### src/rtl/cond_pkg.sv
// Shared definitions for the condition-check block: condition codes, NZCV bit
// positions and the flags vector type.
package cond_pkg;

    typedef enum logic [3:0] {
        EQ = 4'b0000, NE, CS, CC, MI, PL, VS, VC,
        HI, LS, GE, LT, GT, LE, AL, NV = 4'b1111
    } cond_e;

    localparam int FLAG_N = 3;
    localparam int FLAG_Z = 2;
    localparam int FLAG_C = 1;
    localparam int FLAG_V = 0;

    typedef logic [3:0] flags_t;

endpackage

### src/rtl/cond_check.sv
// Combinational condition evaluator: decides whether an instruction's
// condition field holds against the stored NZCV flags.
module cond_check
    import cond_pkg::*;
(
    input  logic [3:0] i_cond,
    input  flags_t     i_flags,
    output logic       o_cond_ex
);

    logic w_n, w_z, w_c, w_v;

    assign w_n = i_flags[FLAG_N];
    assign w_z = i_flags[FLAG_Z];
    assign w_c = i_flags[FLAG_C];
    assign w_v = i_flags[FLAG_V];

    always_comb begin
        // NOTE: default assignment first so no path through the case infers a latch.
        o_cond_ex = 1'b0;
        case (cond_e'(i_cond))
            EQ: o_cond_ex = w_z;
            NE: o_cond_ex = ~w_z;
            CS: o_cond_ex = w_c;
            CC: o_cond_ex = ~w_c;
            MI: o_cond_ex = w_n;
            PL: o_cond_ex = ~w_n;
            VS: o_cond_ex = w_v;
            VC: o_cond_ex = ~w_v;
            HI: o_cond_ex = w_c & ~w_z;
            LS: o_cond_ex = ~w_c | w_z;
            GE: o_cond_ex = (w_n == w_v);
            LT: o_cond_ex = (w_n != w_v);
            GT: o_cond_ex = ~w_z & (w_n == w_v);
            LE: o_cond_ex = w_z | (w_n != w_v);
            AL: o_cond_ex = 1'b1;
            NV: o_cond_ex = 1'b0;
        endcase
    end

endmodule

### src/rtl/cond_logic.sv
// Conditional-execution unit: holds the NZCV register and gates the decoder's
// write requests by the instruction condition. Optional stall via COND_STALL_EN.
module cond_logic
    import cond_pkg::*;
(
    input  logic       clk,
    input  logic       rst_n,
    input  logic [3:0] Cond,
    input  logic [3:0] ALUFlags,
    input  logic [1:0] FlagW,
    input  logic       PCS,
    input  logic       RegW,
    input  logic       MemW,
    input  logic       NoWrite,
`ifdef COND_STALL_EN
    input  logic       Stall,
`endif
    output logic       PCSrc,
    output logic       RegWrite,
    output logic       MemWrite,
    output logic       CondEx,
    output logic [3:0] Flags
);

    flags_t r_flags;
    logic   w_cond_ex;
    logic   w_go;
    logic   w_upd_nz;
    logic   w_upd_cv;

    cond_check u_cond_check (
        .i_cond    (Cond),
        .i_flags   (r_flags),
        .o_cond_ex (w_cond_ex)
    );

    // A stalled instruction still reports its condition but commits nothing.
`ifdef COND_STALL_EN
    assign w_go = w_cond_ex & ~Stall;
`else
    assign w_go = w_cond_ex;
`endif

    assign w_upd_nz = FlagW[1] & w_go;
    assign w_upd_cv = FlagW[0] & w_go;

    assign CondEx   = w_cond_ex;
    assign PCSrc    = PCS  & w_go;
    assign MemWrite = MemW & w_go;
    assign RegWrite = RegW & w_go & ~NoWrite;
    assign Flags    = r_flags;

    always_ff @(posedge clk or negedge rst_n) begin
        // NOTE: non-blocking assignments so every register samples pre-edge values.
        if (!rst_n) begin
            r_flags <= '0;
        end else begin
            if (w_upd_nz) r_flags[FLAG_N:FLAG_Z] <= ALUFlags[FLAG_N:FLAG_Z];
            if (w_upd_cv) r_flags[FLAG_C:FLAG_V] <= ALUFlags[FLAG_C:FLAG_V];
        end
    end

endmodule

### config.mk
export PLATFORM = sky130hd
export DESIGN_NAME = cond_logic
export DESIGN_NICKNAME = d
export VERILOG_FILES = /design/src/rtl/cond_pkg.sv /design/src/rtl/cond_check.sv /design/src/rtl/cond_logic.sv
export SDC_FILE = /design/constraint.sdc
export NUM_CORES = 1
export LEC_CHECK = 0
export CORE_AREA = 3 3 40 42
export DETAILED_ROUTE_END_ITERATION = 8
export DIE_AREA = 0 0 43 45
export PLACE_DENSITY = 0.7
export RECOVER_POWER = 50
export SYNTH_ARGS = -nofsm -noshare
export SYNTH_HDL_FRONTEND = slang
export SYNTH_SLANG_ARGS = --single-unit
### constraint.sdc
create_clock -name clk -period 2 [get_ports clk]
set_clock_uncertainty 0.05 [all_clocks]
set_input_delay 0.4 -clock clk [delete_from_list [all_inputs] [get_ports clk]]
set_output_delay 0.4 -clock clk [all_outputs]
set_load 0.01 [all_outputs]
Yosys cells after proc, flatten, opt, wreduce, memory -nomap -nowiden. Cells that the tools add are included.

Register bits: 4. Logic and storage cells: 36. Output and inout port bits: 8.

Mux-type cells: 1. Reductions and logical operators: 1. Bitwise operators: 15. Eq/ne operators: 17.

Operator list (number): 4-bit == test (second input constant) (8); 4-bit by 3-bit == test with 1-bit output (second input constant) (4); 1-bit case mux with 16 select lines (1); 1-bit bitwise AND (8); 4-bit by 2-bit == test with 1-bit output (second input constant) (2); 1-bit inverter (5); 4-bit by 1-bit == test with 1-bit output (second input constant) (1); 4-bit logical NOT (1); 1-bit OR (2); 1-bit == test (1); 1-bit inequality test (1).

Logic depth before layout (Yosys ltp).
Word-level depth: 5. Gate-level depth with buffers: 6. Mapped depth without buffers: 5.

Hierarchy. A second synthesis with hierarchy kept.

Cells, all modules: 37. Area total of the unflattened synthesis: 330.3 um^2.

By module, submodules not included: cond_logic (sequential area each 100.1 um^2, times used 1, area an instance 175.2 um^2, cells an instance 14); cond_check (sequential area each 0.0 um^2, times used 1, area an instance 155.1 um^2, cells an instance 23).

Worst setup path after synthesis. No wires, ideal clock.

Path kind: input port to output port. From: input Cond[0]. To: output RegWrite. Stages: 6. Buffers on the path: 1. Slack: -0.065 ns. Data arrival time: 1.615 ns. Path through: buf_6 nor2_2 a21oi_1 o32a_1 a31oi_1 and3b_1.

Word-level cells in the longest chain between the ends: 4. Elaborated cells on any way between the ends: 19. Those cells by class: 15 x eq/ne; 1 x mux; 2 x bitwise; 1 x reduce/logical.

RTL lines: start, declared (line cond_logic.sv:8) `input logic [3:0] Cond,`; 4-bit == test, or another cell as far along (line cond_check.sv:21) `case (cond_e'(i_cond))`; 1-bit case mux with 16 select lines * (line cond_check.sv:21); named net CondEx (line cond_logic.sv:21) `output logic CondEx,`; 1-bit bitwise AND * (2 in a row) (line cond_logic.sv:50) `assign RegWrite = RegW & w_go & ~NoWrite;`; end, declared (line cond_logic.sv:19) `output logic RegWrite,`.

The timed path passes the listed nets; every way through them passes the cells marked *.

Worst setup path after layout.
From: input Cond[0]. To: output RegWrite.

Word-level cells in the longest chain between the ends: 4. Elaborated cells on any way between the ends: 19. Those cells by class: 15 x eq/ne; 1 x mux; 2 x bitwise; 1 x reduce/logical.

RTL lines (line): 4-bit == test, or another cell as far along (cond_check.sv:21); 1-bit case mux with 16 select lines * (cond_check.sv:21); 1-bit bitwise AND * (2 in a row) (cond_logic.sv:50).

Mark *: on every way between the ends. The rest lies on a longest branch, timed or not.

==> results.md <==
- Initial DRC count: 1
- Cell Count, Final, Fillers Out: 99
- Arrival time at the worst endpoint: 1710 ps
- Switching power: 0.291 mW
- Max-slew violations: 0
- Number of max-cap violations: 0
- Initial antenna violation count: 0
- Fin Hold WS: 396 ps
- Worst-path fanout max: 4
- Core Rows: 13
- Final Core Density: 62.2%
- CTS tree: yes
- CP endpoint kind: output pin
- Part of the power in registers: 19.8%
- Combinational power share: between 60% and 70%
- Clock share of power: between 10% and 20%
- Leakage power: 0.363 nW
- Layout cells sized above 1: 42.9%
- Flops & latches, synth: 4
- Total clock buffers created by CTS: 3
- Most frequent cells in the layout: 17 x buf_4, 13 x clkdlybuf4s50_1, 4 x dfrtp_1, 4 x buf_2
- Max Buffers Root-to-Sink: 2
- First-pass GRT wire length: about 2100 um
- Mean Syn Cell Area: 9.16 um2
- CP Data Required Time: 1550 ps
- Max reg flops: 4
- Synth Instances: 41
- # nets final: 102
- Element type at the critical path start: input port
- Post-route ant nets: 0
- CORE AREA: 0.00128 mm2
- Routability cong.: about 0.76
- Most used cell, CP: a21oi_1
- Failing checks: setup timing
- CP Class: in -> out
- RSZ-0062 raised after global routing: true
- Slew HR: between 80 and 90%
- Via count: 463
- Clock root cell: clkbuf_4
- P_int: about 0.56 mW
- Placed Cells incl. Taps: 91
- Worst Hold Class: in -> async
- Most common cell after layout, fill and taps aside: buf_4
- CP max-delay cell: o32a_1
- Die W: 43 um
- # IOs: 24
- Net Sw Frac: 34.2%
- Vias per cell: 4.68
- FMAX: 463 MHz
- DRC Markers: 0
- Starting Density: 29.2%
- Routed wire per std cell: about 13 um
- Post-layout min period: 2160 ps
- Fillers: 115
- Pre-CTS WS: -870 ps
- Sequential area share after synthesis: 26.7%
- Pwr Density: 1060 mW/mm2
- Gr usage total: between 10 and 15%
- Cell Area, Synth: 375 um2
- Vias in the first global route: 486
- Setup violators final: 4
- Peak supply drop: 0.555 mV
- CP peak stage delay: between 300 and 400 ps
- Post-route cell area: around 800 um2
- Synth warn: 0
- Critical Path, Cell by Cell: clkdlybuf4s15_1 > a21oi_1 > a21oi_1 > o32a_1 > a31oi_2 > and3b_1 > buf_2
- Area post-placement: 713 um2
- Die area: 0.00194 mm2
- Hold Violations, Final: 0
- Gr ovfl total: 0
- Multi-input gate area in the final layout: 293 um2
- Worst skew pair latency: 230 ps
- Clock transition at path regs: approximately 40 ps
- Fin crit share: 108%
- Hpwl dp: between 900 and 1000 um
- Mapped Nets: 57
- Die Height: ~45 um
- ANT cells: 0
- Port Buffers: 23
- CTS H-Tree Depth: 1
- Least-Margin Pin Slew: approximately 240 ps
- CTS sink count: 4
- Setup WS post-layout: -160 ps
- Routed WL: 1250 um
- Largest net degree at the start of global routing: 7
- Syn-to-layout area delta: 113%
- Drt first pass iters: 2
- Seq. cell area: roughly 100 um2
- Status: finished, violations left
- Yosys cell types: 21
-- cell usage after synthesis (all sizes together) --
| master | count | area share (%) |
|---|---|---|
| nor2b | 2 | 3.3 |
| buf | 2 | 6.0 |
| o32a | 1 | 2.7 |
| xnor2 | 3 | 7.0 |
| dfrtp | 4 | 27 |
| mux2 | 4 | 12 |
| mux2i | 2 | 5.3 |
| and2 | 2 | 3.3 |
| o21a | 1 | 2.0 |
| nand3b | 2 | 4.0 |
| a21o | 1 | 2.3 |
| a21oi | 2 | 2.7 |
| o211ai | 1 | 2.0 |
| a22oi | 1 | 3.3 |
| nand2 | 3 | 3.0 |
| inv | 1 | 1.0 |
| o21ai | 1 | 1.3 |
| a31oi | 3 | 5.0 |
| nor2 | 4 | 4.7 |
| and3b | 1 | 2.3 |
-- final cells by class --
class	instances	share of cell area, %
multi-input combinational	34	36.6
timing repair buffer	42	45.2
clock buffer	3	2.82
tap	15	2.35
inverter	1	0.469
sequential	4	12.5
-- worst max-delay path, delay by kind of cell --
| family | cells | cell delay [ps] |
|---|---|---|
| AND/OR/NAND/NOR | 1 | 180 |
| buffers and inverters | 2 | 340 |
| AO/OA/AOI/OAI | 4 | 770 |
-- final timing paths --
kind / cells after the start / startpoint / slack (ps) / endpoint
setup / recovery: 7 / Cond[0] / -160 / RegWrite
hold / removal: 1 / rst_n / 400 / Flags[3]$_DFFE_PN0P_
setup reg to reg: 8 / Flags[2]$_DFFE_PN0P_ / 130 / Flags[3]$_DFFE_PN0P_
hold reg to reg: 2 / Flags[3]$_DFFE_PN0P_ / 580 / Flags[3]$_DFFE_PN0P_
max in group asynchronous: 1 / rst_n / 1330 / Flags[0]$_DFFE_PN0P_
min in group clk: 2 / Flags[3]$_DFFE_PN0P_ / 580 / Flags[3]$_DFFE_PN0P_
-- cell families after synthesis --
family | Yosys count | share of synthesized area, %
xor gates and xnor gates | 3 | 7.00
buffers and inverters | 3 | 7.00
DFF | 4 | 26.7
AOI/OAI and AO/OA | 11 | 21.3
muxes | 6 | 17.3
and+or+nand+nor | 14 | 20.7
-- metal layers --
layer  track usage (%)  vias up  routed length, um
li1                  -      236                  -
met1              15.3      218                499
met2              27.8        9                730
met3              2.39        0                 25
met4              7.23        0                  0
met5                 0        -                  0
-- power groups by stage --
stage | Clock [mW] | Combinational (mW) | Sequential [mW]
floorplan | 0 | 0.185 | 0.189
detailed placement | 0 | 0.475 | 0.173
CTS | 0.102 | 0.515 | 0.167
finish | 0.0971 | 0.585 | 0.168
global placement | 0 | 0.473 | 0.172
global route | 0.111 | 0.629 | 0.179
-- through the flow --
step / setup TNS (ps) / power (mW)
6_report: -495 / 0.850
5_1_grt: -819 / 0.919
4_1_cts: -489 / 0.784
3_5_place_dp: -4980 / 0.648
3_3_place_gp: -4510 / 0.646
2_1_floorplan: 0 / 0.374
-- what timing repair did --
action / CTS / global route
resized for setup: 29 / 7
endpoints found under the setup margin: 8 / 8
hold endpoints to repair: 0 / 0
setup buffers: 3 / 2
pin swaps: 9 / 7
hold buffers: 0 / 0
gates cloned: 0 / 0
Note: power is estimated with default switching activity, not from simulation.
